**config.mk**
```make
export PLATFORM = sky130hd
export DESIGN_NAME = i2c_fifo_block_flat
export DESIGN_NICKNAME = d
export VERILOG_FILES = /design/src/rtl/i2c_pkg.sv /design/src/rtl/i2c_fifo_block_if.sv /design/src/rtl/i2c_fifo_mem.sv /design/src/rtl/i2c_fifo_block.sv /design/src/flat_wrapper.sv
export SDC_FILE = /design/constraint.sdc
export NUM_CORES = 1
export LEC_CHECK = 0
export ABC_AREA = 1
export CELL_PAD_IN_SITES_DETAIL_PLACEMENT = 1
export CELL_PAD_IN_SITES_GLOBAL_PLACEMENT = 2
export CORE_MARGIN = 3
export CORE_UTILIZATION = 45
export CTS_BUF_LIST = sky130_fd_sc_hd__clkbuf_4 sky130_fd_sc_hd__clkbuf_8 sky130_fd_sc_hd__clkbuf_16
export CTS_CLUSTER_DIAMETER = 200
export DETAILED_ROUTE_END_ITERATION = 10
export PLACE_DENSITY = 0.84
export SETUP_SLACK_MARGIN = 0.15
export SLEW_MARGIN = 30
export SYNTH_ARGS = -nofsm -noshare
export SYNTH_HDL_FRONTEND = slang
export SYNTH_SLANG_ARGS = --single-unit
```
**constraint.sdc**
```tcl
create_clock -name i2c_core_clock_i -period 5.3 [get_ports i2c_core_clock_i]
set_input_delay 1.06 -clock i2c_core_clock_i [delete_from_list [all_inputs] [get_ports i2c_core_clock_i]]
set_output_delay 1.06 -clock i2c_core_clock_i [all_outputs]
set_load 0.02 [all_outputs]
```
**src/rtl/i2c_pkg.sv**
```systemverilog
// Shared constants and types for the I2C master byte FIFOs.
package i2c_pkg;

  localparam int I2C_DATA_WIDTH      = 8;
  localparam int I2C_FIFO_ADDR_WIDTH = 4;
  localparam int I2C_FIFO_AFULL      = 14;
  localparam int I2C_FIFO_AEMPTY     = 2;

  typedef struct packed {
    logic full;
    logic empty;
    logic almost_full;
    logic almost_empty;
  } fifo_status_t;

endpackage

```
**src/rtl/i2c_fifo_block_if.sv**
```systemverilog
// Host/core-facing FIFO bus: request inputs, pop data, status and sticky error flags.
interface i2c_fifo_block_if
  import i2c_pkg::*;
#(
  parameter int DATA_WIDTH = I2C_DATA_WIDTH,
  parameter int ADDR_WIDTH = I2C_FIFO_ADDR_WIDTH
);

  logic                  clear_i;
  logic                  wr_en_i;
  logic [DATA_WIDTH-1:0] wr_data_i;
  logic                  rd_en_i;
  logic                  err_clr_i;
  logic [DATA_WIDTH-1:0] rd_data_o;
  logic                  rd_valid_o;
  logic                  full_o;
  logic                  empty_o;
  logic                  almost_full_o;
  logic                  almost_empty_o;
  logic [ADDR_WIDTH:0]   count_o;
  logic                  overflow_o;
  logic                  underflow_o;

  modport master (
    output clear_i, wr_en_i, wr_data_i, rd_en_i, err_clr_i,
    input  rd_data_o, rd_valid_o, full_o, empty_o, almost_full_o,
           almost_empty_o, count_o, overflow_o, underflow_o
  );

  modport slave (
    input  clear_i, wr_en_i, wr_data_i, rd_en_i, err_clr_i,
    output rd_data_o, rd_valid_o, full_o, empty_o, almost_full_o,
           almost_empty_o, count_o, overflow_o, underflow_o
  );

endinterface

```
**src/rtl/i2c_fifo_mem.sv**
```systemverilog
// Simple dual-port storage: one write port, one registered read port.
module i2c_fifo_mem #(
  parameter int DATA_WIDTH = 8,
  parameter int ADDR_WIDTH = 4
) (
  input  logic                  clk,
  input  logic                  rst_n,
  input  logic                  we_i,
  input  logic [ADDR_WIDTH-1:0] waddr_i,
  input  logic [DATA_WIDTH-1:0] wdata_i,
  input  logic                  re_i,
  input  logic [ADDR_WIDTH-1:0] raddr_i,
  output logic [DATA_WIDTH-1:0] rdata_o
);

  logic [DATA_WIDTH-1:0] mem_q [2**ADDR_WIDTH];
  logic [DATA_WIDTH-1:0] rdata_q;

  // Storage itself is never reset.
  always_ff @(posedge clk) begin
    if (we_i) begin
      mem_q[waddr_i] <= wdata_i;
    end
  end

  // Read-during-write to the same address returns the old word, which is
  // exactly the oldest entry when a full FIFO pops and pushes together.
  always_ff @(posedge clk or negedge rst_n) begin
    if (!rst_n) begin
      rdata_q <= '0;
    end else if (re_i) begin
      rdata_q <= mem_q[raddr_i];
    end
  end

  assign rdata_o = rdata_q;

endmodule

```
**src/rtl/i2c_fifo_block.sv**
```systemverilog
// Single-clock byte FIFO with occupancy count, watermarks and sticky error flags.
module i2c_fifo_block
  import i2c_pkg::*;
#(
  parameter int DATA_WIDTH   = I2C_DATA_WIDTH,
  parameter int ADDR_WIDTH   = I2C_FIFO_ADDR_WIDTH,
  parameter int AFULL_LEVEL  = I2C_FIFO_AFULL,
  parameter int AEMPTY_LEVEL = I2C_FIFO_AEMPTY
) (
  input  logic             i2c_core_clock_i,
  input  logic             reset_bit_i,
  i2c_fifo_block_if.slave  fifo_if
);

  localparam logic [ADDR_WIDTH:0] DEPTH_CNT  = (ADDR_WIDTH+1)'(2**ADDR_WIDTH);
  localparam logic [ADDR_WIDTH:0] AFULL_CNT  = (ADDR_WIDTH+1)'(AFULL_LEVEL);
  localparam logic [ADDR_WIDTH:0] AEMPTY_CNT = (ADDR_WIDTH+1)'(AEMPTY_LEVEL);

  logic [ADDR_WIDTH-1:0] wr_ptr_q, wr_ptr_d;
  logic [ADDR_WIDTH-1:0] rd_ptr_q, rd_ptr_d;
  logic [ADDR_WIDTH:0]   count_q, count_d;
  logic                  rd_valid_q, rd_valid_d;
  logic                  overflow_q, overflow_d;
  logic                  underflow_q, underflow_d;
  logic                  wr_acc, rd_acc;
  logic                  ovf_evt, udf_evt;
  fifo_status_t          status;

  always_comb begin
    status.full         = (count_q == DEPTH_CNT);
    status.empty        = (count_q == '0);
    status.almost_full  = (count_q >= AFULL_CNT);
    status.almost_empty = (count_q <= AEMPTY_CNT);
  end

  // A full FIFO still accepts a write when a read frees the slot on the same
  // edge; an empty FIFO never forwards the incoming word to the read side.
  assign rd_acc  = !fifo_if.clear_i & fifo_if.rd_en_i & !status.empty;
  assign wr_acc  = !fifo_if.clear_i & fifo_if.wr_en_i & (!status.full | fifo_if.rd_en_i);
  assign ovf_evt = !fifo_if.clear_i & fifo_if.wr_en_i & status.full & !fifo_if.rd_en_i;
  assign udf_evt = !fifo_if.clear_i & fifo_if.rd_en_i & status.empty;

  always_comb begin
    wr_ptr_d    = wr_ptr_q;
    rd_ptr_d    = rd_ptr_q;
    count_d     = count_q;
    rd_valid_d  = rd_acc;
    overflow_d  = overflow_q;
    underflow_d = underflow_q;

    if (fifo_if.clear_i) begin
      wr_ptr_d = '0;
      rd_ptr_d = '0;
      count_d  = '0;
    end else begin
      if (wr_acc) wr_ptr_d = wr_ptr_q + 1'b1;
      if (rd_acc) rd_ptr_d = rd_ptr_q + 1'b1;
      case ({wr_acc, rd_acc})
        2'b10:   count_d = count_q + 1'b1;
        2'b01:   count_d = count_q - 1'b1;
        default: count_d = count_q;
      endcase

      // A fresh error in the clearing cycle takes precedence over the clear.
      if (fifo_if.err_clr_i) begin
        overflow_d  = 1'b0;
        underflow_d = 1'b0;
      end
      if (ovf_evt) overflow_d  = 1'b1;
      if (udf_evt) underflow_d = 1'b1;
    end
  end

  always_ff @(posedge i2c_core_clock_i or negedge reset_bit_i) begin
    if (!reset_bit_i) begin
      wr_ptr_q    <= '0;
      rd_ptr_q    <= '0;
      count_q     <= '0;
      rd_valid_q  <= 1'b0;
      overflow_q  <= 1'b0;
      underflow_q <= 1'b0;
    end else begin
      wr_ptr_q    <= wr_ptr_d;
      rd_ptr_q    <= rd_ptr_d;
      count_q     <= count_d;
      rd_valid_q  <= rd_valid_d;
      overflow_q  <= overflow_d;
      underflow_q <= underflow_d;
    end
  end

  i2c_fifo_mem #(
    .DATA_WIDTH(DATA_WIDTH),
    .ADDR_WIDTH(ADDR_WIDTH)
  ) u_mem (
    .clk     (i2c_core_clock_i),
    .rst_n   (reset_bit_i),
    .we_i    (wr_acc),
    .waddr_i (wr_ptr_q),
    .wdata_i (fifo_if.wr_data_i),
    .re_i    (rd_acc),
    .raddr_i (rd_ptr_q),
    .rdata_o (fifo_if.rd_data_o)
  );

  assign fifo_if.rd_valid_o     = rd_valid_q;
  assign fifo_if.count_o        = count_q;
  assign fifo_if.full_o         = status.full;
  assign fifo_if.empty_o        = status.empty;
  assign fifo_if.almost_full_o  = status.almost_full;
  assign fifo_if.almost_empty_o = status.almost_empty;
  assign fifo_if.overflow_o     = overflow_q;
  assign fifo_if.underflow_o    = underflow_q;

endmodule

```
**src/flat_wrapper.sv**
```systemverilog
// flat-port wrapper written by rule: the top's interface ports become plain ports
module i2c_fifo_block_flat import i2c_pkg::*;
#(
  parameter int DATA_WIDTH   = I2C_DATA_WIDTH,
  parameter int ADDR_WIDTH   = I2C_FIFO_ADDR_WIDTH,
  parameter int AFULL_LEVEL  = I2C_FIFO_AFULL,
  parameter int AEMPTY_LEVEL = I2C_FIFO_AEMPTY
)
  (i2c_core_clock_i, reset_bit_i, fifo_if_clear_i, fifo_if_wr_en_i, fifo_if_wr_data_i, fifo_if_rd_en_i, fifo_if_err_clr_i, fifo_if_rd_data_o, fifo_if_rd_valid_o, fifo_if_full_o, fifo_if_empty_o, fifo_if_almost_full_o, fifo_if_almost_empty_o, fifo_if_count_o, fifo_if_overflow_o, fifo_if_underflow_o);
  i2c_fifo_block_if #(.DATA_WIDTH(DATA_WIDTH), .ADDR_WIDTH(ADDR_WIDTH)) fifo_if_i ();
  input  logic i2c_core_clock_i;
  input  logic reset_bit_i;
  input wire logic [$bits(fifo_if_i.clear_i)-1:0] fifo_if_clear_i;
  input wire logic [$bits(fifo_if_i.wr_en_i)-1:0] fifo_if_wr_en_i;
  input wire logic [$bits(fifo_if_i.wr_data_i)-1:0] fifo_if_wr_data_i;
  input wire logic [$bits(fifo_if_i.rd_en_i)-1:0] fifo_if_rd_en_i;
  input wire logic [$bits(fifo_if_i.err_clr_i)-1:0] fifo_if_err_clr_i;
  output wire logic [$bits(fifo_if_i.rd_data_o)-1:0] fifo_if_rd_data_o;
  output wire logic [$bits(fifo_if_i.rd_valid_o)-1:0] fifo_if_rd_valid_o;
  output wire logic [$bits(fifo_if_i.full_o)-1:0] fifo_if_full_o;
  output wire logic [$bits(fifo_if_i.empty_o)-1:0] fifo_if_empty_o;
  output wire logic [$bits(fifo_if_i.almost_full_o)-1:0] fifo_if_almost_full_o;
  output wire logic [$bits(fifo_if_i.almost_empty_o)-1:0] fifo_if_almost_empty_o;
  output wire logic [$bits(fifo_if_i.count_o)-1:0] fifo_if_count_o;
  output wire logic [$bits(fifo_if_i.overflow_o)-1:0] fifo_if_overflow_o;
  output wire logic [$bits(fifo_if_i.underflow_o)-1:0] fifo_if_underflow_o;
  assign fifo_if_i.clear_i = fifo_if_clear_i;
  assign fifo_if_i.wr_en_i = fifo_if_wr_en_i;
  assign fifo_if_i.wr_data_i = fifo_if_wr_data_i;
  assign fifo_if_i.rd_en_i = fifo_if_rd_en_i;
  assign fifo_if_i.err_clr_i = fifo_if_err_clr_i;
  assign fifo_if_rd_data_o = fifo_if_i.rd_data_o;
  assign fifo_if_rd_valid_o = fifo_if_i.rd_valid_o;
  assign fifo_if_full_o = fifo_if_i.full_o;
  assign fifo_if_empty_o = fifo_if_i.empty_o;
  assign fifo_if_almost_full_o = fifo_if_i.almost_full_o;
  assign fifo_if_almost_empty_o = fifo_if_i.almost_empty_o;
  assign fifo_if_count_o = fifo_if_i.count_o;
  assign fifo_if_overflow_o = fifo_if_i.overflow_o;
  assign fifo_if_underflow_o = fifo_if_i.underflow_o;
  i2c_fifo_block #(.DATA_WIDTH(DATA_WIDTH), .ADDR_WIDTH(ADDR_WIDTH), .AFULL_LEVEL(AFULL_LEVEL), .AEMPTY_LEVEL(AEMPTY_LEVEL)) u_core (.i2c_core_clock_i(i2c_core_clock_i), .reset_bit_i(reset_bit_i), .fifo_if(fifo_if_i));
endmodule
```
==> flow_metrics.tcl, run 1 <==
set metrics [dict create \
    dr.pass1.iters 4 \
    synth-xor-area-share 0.00410 \
    synth_ff_type "edfxtp_1" \
    numCtsBuffers 17 \
    fin_crit_sh 0.579 \
    period_needed_ps 3070 \
    path_class "flop to flop" \
    hold_buffers 0 \
    clock_skew_ps 10.5 \
    clockBufferDepth 2 \
    ioPinCount 34 \
    synthMuxAreaShare 0.00156 \
    cap_violations 0 \
    crit_fanout 67 \
    cts_resized 0 \
    synth_edf_count 128 \
    ant_nets 0 \
    final_cell_count_no_fill 724 \
    core_sq_mm 0.0136 \
    grt_pass1_vias 4463 \
    cts_setup_buffers 0 \
    setup_viol 0 \
    gr-usage-met2 0.351 \
    grt_pass1_wl_mm 26.3 \
    synth_adder_area_share 0.0137 \
    yosys_warnings 0 \
    antenna_found_initial 0 \
    htree_levels 4 \
    p_leak_nw 2.54 \
    vias 4194 \
    drv_slew 0 \
    initial_core_util 0.472 \
    grt_overflow_total 0 \
    syn_area_sq_mm 0.00640 \
    antenna_cells 0 \
    place_hpwl_mm 10.7 \
    async_reset_ff_frac 0.158 \
    die_h_microns 125 \
    postLayoutCellArea_sq_mm 0.00732 \
    rows 42 \
    routed_wl_mm 16.7 \
    wl_per_cell_microns 23.0 \
    synth_top_family_by_area "compound AO/OA/AOI/OAI gates" \
    yosys.cell_count.top_type "edfxtp_1" \
    vdd_drop_max_mv 0.251 \
    grt_use_met1 0.295 \
    rsz0062_at_grt "no" \
    dp_cells 693 \
    gp_congestion 0.856 \
    numPortBuffers 33 \
    p_per_area_mw_per_mm2 506 \
    synth_cells 509 \
    fillCellCount 1375 \
    crit_arrival_ps 3360 \
    cts_tree "done" \
    cp-start-kind "flop" \
    end_kind "flop" \
    clk_pin_slew_ps 60 \
    die_area_sq_mm 0.0157 \
    finalNetCount 557 \
    drive_gt1_frac 0.0985 \
    synth_seq_cells 152 \
    grt_start_max_net_pins 68 \
    status "finished, final reports clean" \
    synthesis.nets 530 \
    synthTopCellsByArea "edfxtp_1, dfrtp_1, o21ai_0" \
    clk_latency_ps 430 \
    worst_pin_slew_ps 892 \
    grt-busiest-layer "met2" \
    total_power_mw 3.70 \
    yosysTopAreaCell "edfxtp_1" \
    drtIter0Drc 465 \
    post_dp_cell_area_sq_mm 0.00679 \
    cts-root-buf "clkbuf_16" \
    gr-usage-all-layers 0.224 \
    timing.final.hold_violations 0 \
    ys_seq_area_frac 0.694 \
    min_path_type "flop to flop" \
    drc 0 \
    area_growth_pct 14.3 \
    utilization 0.540 \
    dieWidth_microns 125 \
    synth_commonest_cells "edfxtp_1, nor2_1, o21ai_0, nand2_1, dfrtp_1" \
    viasPerCell 5.79 \
    synth_compound_area_frac 0.128 \
    fin_setup_tns_ps 0 \
    cts.sinks 152 \
    avgSynthCellArea_sq_um 12.6 \
    use_met3 0.0708 \
    slew-limit-headroom 0.406 \
    max_freq_mhz 326 \
    synth_top_area_frac 0.600 \
    ys_types 39 \
    cp.required_ps 5590 \
    synth-simple-area-share 0.113 \
]
-- layout by cell type (no fill, tap or decap), types with 3 or more instances in the layout --
| master | count |
|---|---|
| inv_1 | 20 |
| clkinv_1 | 7 |
| dfrtp_1 | 23 |
| o221ai_1 | 20 |
| nand2_4 | 3 |
| nor2_1 | 93 |
| clkinv_2 | 3 |
| nor2_4 | 3 |
| a31oi_1 | 8 |
| nand2_2 | 3 |
| clkbuf_16 | 17 |
| o21ai_0 | 72 |
| xor2_1 | 3 |
| o22ai_1 | 11 |
| edfxtp_1 | 128 |
| buf_4 | 3 |
| nand2_1 | 33 |
| clkdlybuf4s50_1 | 33 |
| o211ai_1 | 12 |
| inv_2 | 4 |
| nand3_1 | 15 |
| ha_1 | 7 |
-- cell families after synthesis --
kind of cell,count (synthesis)
XOR/XNOR,3
AO/OA/AOI/OAI,132
buffers and inverters,56
flip-flops,152
multiplexers,1
AND/OR/NAND/NOR,158
adder cells (fa/ha/maj),7
-- power breakdown --
part | internal (mW) | leakage (nW) | total [mW] | switching [mW]
Combinational | 0.368 | 0.830 | 1.13 | 0.765
Clock | 0.640 | 0.254 | 1.10 | 0.464
Sequential | 1.39 | 1.45 | 1.47 | 0.0765
-- layer usage --
layer | vias to the layer above | share of wire
li1 | 1918 | -
met1 | 2117 | 0.44
met2 | 126 | 0.48
met3 | 33 | 0.057
met4 | 0 | 0.022
met5 | - | 0
-- cell type report --
type	instances	area [sq um]	share of cell area
tap	176	220	0.0301
sequential	152	4450	0.607
multi-input combinational	301	1660	0.227
clock inverter	12	86.3	0.0118
timing repair buffer	36	353	0.0482
clock buffer	19	440	0.0602
inverter	28	114	0.0156
-- through the flow --
| stage | setup slack, ps | hold slack, ps |
|---|---|---|
| 6_report | 2230 | 531 |
| 5_1_grt | 1950 | 579 |
| 4_1_cts | 2240 | 546 |
| 3_5_place_dp | 1810 | 538 |
| 3_3_place_gp | 1970 | 493 |
| 2_1_floorplan | 2830 | 489 |
-- registers in the layout, indices dropped and copies added (netlist names) --
signal,flops
u_core.rd_ptr_q,4
u_core.fifo_if.count_o,5
u_core.fifo_if.rd_valid_o,1
u_core.u_mem.mem_q,128
u_core.fifo_if.underflow_o,1
u_core.u_mem.rdata_o,8
u_core.wr_ptr_q,4
u_core.fifo_if.overflow_o,1
-- worst max-delay path: stages (launching register included) --
cell and delay, ps:
dfrtp_2 340, buf_4 500, clkinv_2 850, o21ai_0 510, o22ai_1 200, o211ai_1 370
a31oi_1 130
-- path summary, 6_finish.rpt --
path	start	end	slack [ps]	cells after the start
max	u_core.rd_ptr_q[0]	u_core.u_mem.rdata_o[1]	2230	6
min	u_core.wr_ptr_q[3]	u_core.wr_ptr_q[3]	530	1
max reg2reg	u_core.rd_ptr_q[0]	u_core.u_mem.rdata_o[1]	2230	6
min reg2reg	u_core.wr_ptr_q[3]	u_core.wr_ptr_q[3]	530	1
max in group asynchronous	reset_bit_i	u_core.rd_ptr_q[0]	3980	2
min in group asynchronous	reset_bit_i	u_core.wr_ptr_q[2]	1010	2
(Power assumes the default switching activity.)
==> run 2: changes to the inputs <==
--- a/config.mk
+++ b/config.mk
@@ -9,11 +9,11 @@
 export CELL_PAD_IN_SITES_DETAIL_PLACEMENT = 1
 export CELL_PAD_IN_SITES_GLOBAL_PLACEMENT = 2
 export CORE_MARGIN = 3
-export CORE_UTILIZATION = 45
+export CORE_UTILIZATION = 42
 export CTS_BUF_LIST = sky130_fd_sc_hd__clkbuf_4 sky130_fd_sc_hd__clkbuf_8 sky130_fd_sc_hd__clkbuf_16
 export CTS_CLUSTER_DIAMETER = 200
 export DETAILED_ROUTE_END_ITERATION = 10
-export PLACE_DENSITY = 0.84
+export PLACE_DENSITY = 0.8
 export SETUP_SLACK_MARGIN = 0.15
 export SLEW_MARGIN = 30
 export SYNTH_ARGS = -nofsm -noshare
==> constraint.sdc (replaced) <==
create_clock -name i2c_core_clock_i -period 3.11 [get_ports i2c_core_clock_i]
set_input_delay 0.622 -clock i2c_core_clock_i [delete_from_list [all_inputs] [get_ports i2c_core_clock_i]]
set_output_delay 0.622 -clock i2c_core_clock_i [all_outputs]
set_load 0.02 [all_outputs]
==> run 2 against run 1 <==
First-iteration DRC count down 33%. Combinational power up 73%. Wire length down 0.38%. Largest power group unchanged. Die area up 6.8%. Cell count up 4.3%. Register-to-register slack worse by 1100 ps. Total power up 74%. Core utilization down 2.7 points. Highest routed layer unchanged. Sequential cell count unchanged. Worst hold slack worse by 15 ps. Global-route usage down 1.5 points.
==> flow_metrics.tcl, run 2 (same netlist as run 1, synthesis figures left out) <==
set metrics [dict create \
    drive_gt1_frac 0.145 \
    grt_pass1_vias 4573 \
    largest-register "u_core.u_mem.mem_q" \
    vdd_drop_max_mv 0.395 \
    hold_slack_ps 515 \
    p_per_area_mw_per_mm2 857 \
    final_cell_mix "edfxtp_1, nor2_1, o21ai_0, nand2_1, clkdlybuf4s50_1" \
    clk_pin_slew_ps 60 \
    crit_start "u_core.fifo_if.count_o[2]" \
    status "finished, final reports clean" \
    cap_violations 0 \
    finalNetCount 579 \
    fin_setup_tns_ps 0 \
    postLayoutCellArea_sq_mm 0.00754 \
    setup_viol 0 \
    core_sq_mm 0.0147 \
    hold_depth 2 \
    regToRegSetupSlack_ps 1090 \
    largest_reg_flops 128 \
    viasPerCell 5.67 \
    clk_latency_ps 430 \
    worst_pin_slew_ps 771 \
    slew-limit-headroom 0.484 \
    gp_congestion 0.769 \
    dp_cells 723 \
    post_dp_cell_area_sq_mm 0.00697 \
    max_freq_mhz 391 \
    reg2reg_depth 7 \
    cts-root-buf "clkbuf_16" \
    die_h_microns 129 \
    rsz0062_at_grt "no" \
    ioPinCount 34 \
    cts_setup_buffers 0 \
    cts.sinks 152 \
    dr.pass1.iters 5 \
    grt_pass1_wl_mm 25.7 \
    cts_resized 0 \
    final_cell_count_no_fill 755 \
    grt_start_max_net_pins 38 \
    wl_per_cell_microns 22.0 \
    vias 4278 \
    drv_slew 0 \
    drc 0 \
    fillCellCount 1487 \
    numPortBuffers 33 \
    dp_slack_ps 489 \
    timing.final.hold_violations 0 \
    ant_nets 0 \
    routed_wl_mm 16.6 \
    dieWidth_microns 129 \
    cp.required_ps 2490 \
    p_leak_nw 2.69 \
    rows 44 \
    path_class "flop to primary output" \
    min_path_type "flop to flop" \
    initial_core_util 0.436 \
    place_hpwl_mm 10.7 \
    grt_overflow_total 0 \
    crit_arrival_ps 1930 \
    endpoint "fifo_if_empty_o" \
    clockBufferDepth 2 \
    die_area_sq_mm 0.0168 \
    fin_crit_sh 0.822 \
    period_needed_ps 2560 \
    area_growth_pct 17.8 \
    antenna_cells 0 \
    timing.rr.end "u_core.u_mem.rdata_o[0]" \
    cts_tree "done" \
    clock_skew_ps 6.97 \
    cp-start-kind "flop" \
    end_kind "primary output" \
    crit_fanout 7 \
    hold_buffers 0 \
    drtIter0Drc 313 \
    worst_slack_ps 555 \
    antenna_found_initial 0 \
    htree_levels 4 \
    gr-usage-all-layers 0.209 \
    total_power_mw 6.46 \
    numCtsBuffers 17 \
    mostFrequentLayoutCell "edfxtp_1" \
    utilization 0.513 \
    worstReg2RegStart "u_core.rd_ptr_q[0]" \
]
## run 2: cell count changes in the layout (fill, tap and decap cells not counted), sizes merged
cell	change
inv	+1
clkinv	-5
clkbuf	+4
bufinv	+1
buf	+22
## run 2: worst min-delay path by stage
stage	from	endpoint	slack (ps)
after floorplan	reset_bit_i	u_core.fifo_if.count_o[0]	330
after global placement	u_core.fifo_if.underflow_o	u_core.fifo_if.underflow_o	490
after detailed placement	u_core.fifo_if.underflow_o	u_core.fifo_if.underflow_o	510
after CTS	u_core.fifo_if.underflow_o	u_core.fifo_if.underflow_o	520
after global routing	u_core.fifo_if.underflow_o	u_core.fifo_if.underflow_o	550
final	u_core.fifo_if.underflow_o	u_core.fifo_if.underflow_o	520
## run 2: routing by layer
layer | track usage | wire length, microns
met5 | 0 | 0
met4 | 0.0715 | 325
met3 | 0.0503 | 826
met2 | 0.343 | 8190
met1 | 0.274 | 7270
## run 2: worst max-delay path, stage by stage (launching register included)
cell and delay [ps]:
dfrtp_1 480, nor2_4 210, nand3_4 130, inv_1 90
clkdlybuf4s50_1 600
## run 2: report_power, final
part | switching [mW] | internal [mW]
combinational | 1.28 | 0.663
sequential | 0.135 | 2.37
clock | 0.772 | 1.24
total | 2.19 | 4.27
## run 2: area by class of cell
type | instances | area (sq um) | share of cell area
multi-input cells | 301 | 1660 | 0.220
repair buffers | 58 | 518 | 0.0687
clock buffers | 23 | 477 | 0.0632
inverters | 28 | 113 | 0.0149
well taps | 184 | 230 | 0.0305
flip-flops and latches | 152 | 4450 | 0.589
clock inverters | 9 | 100 | 0.0133
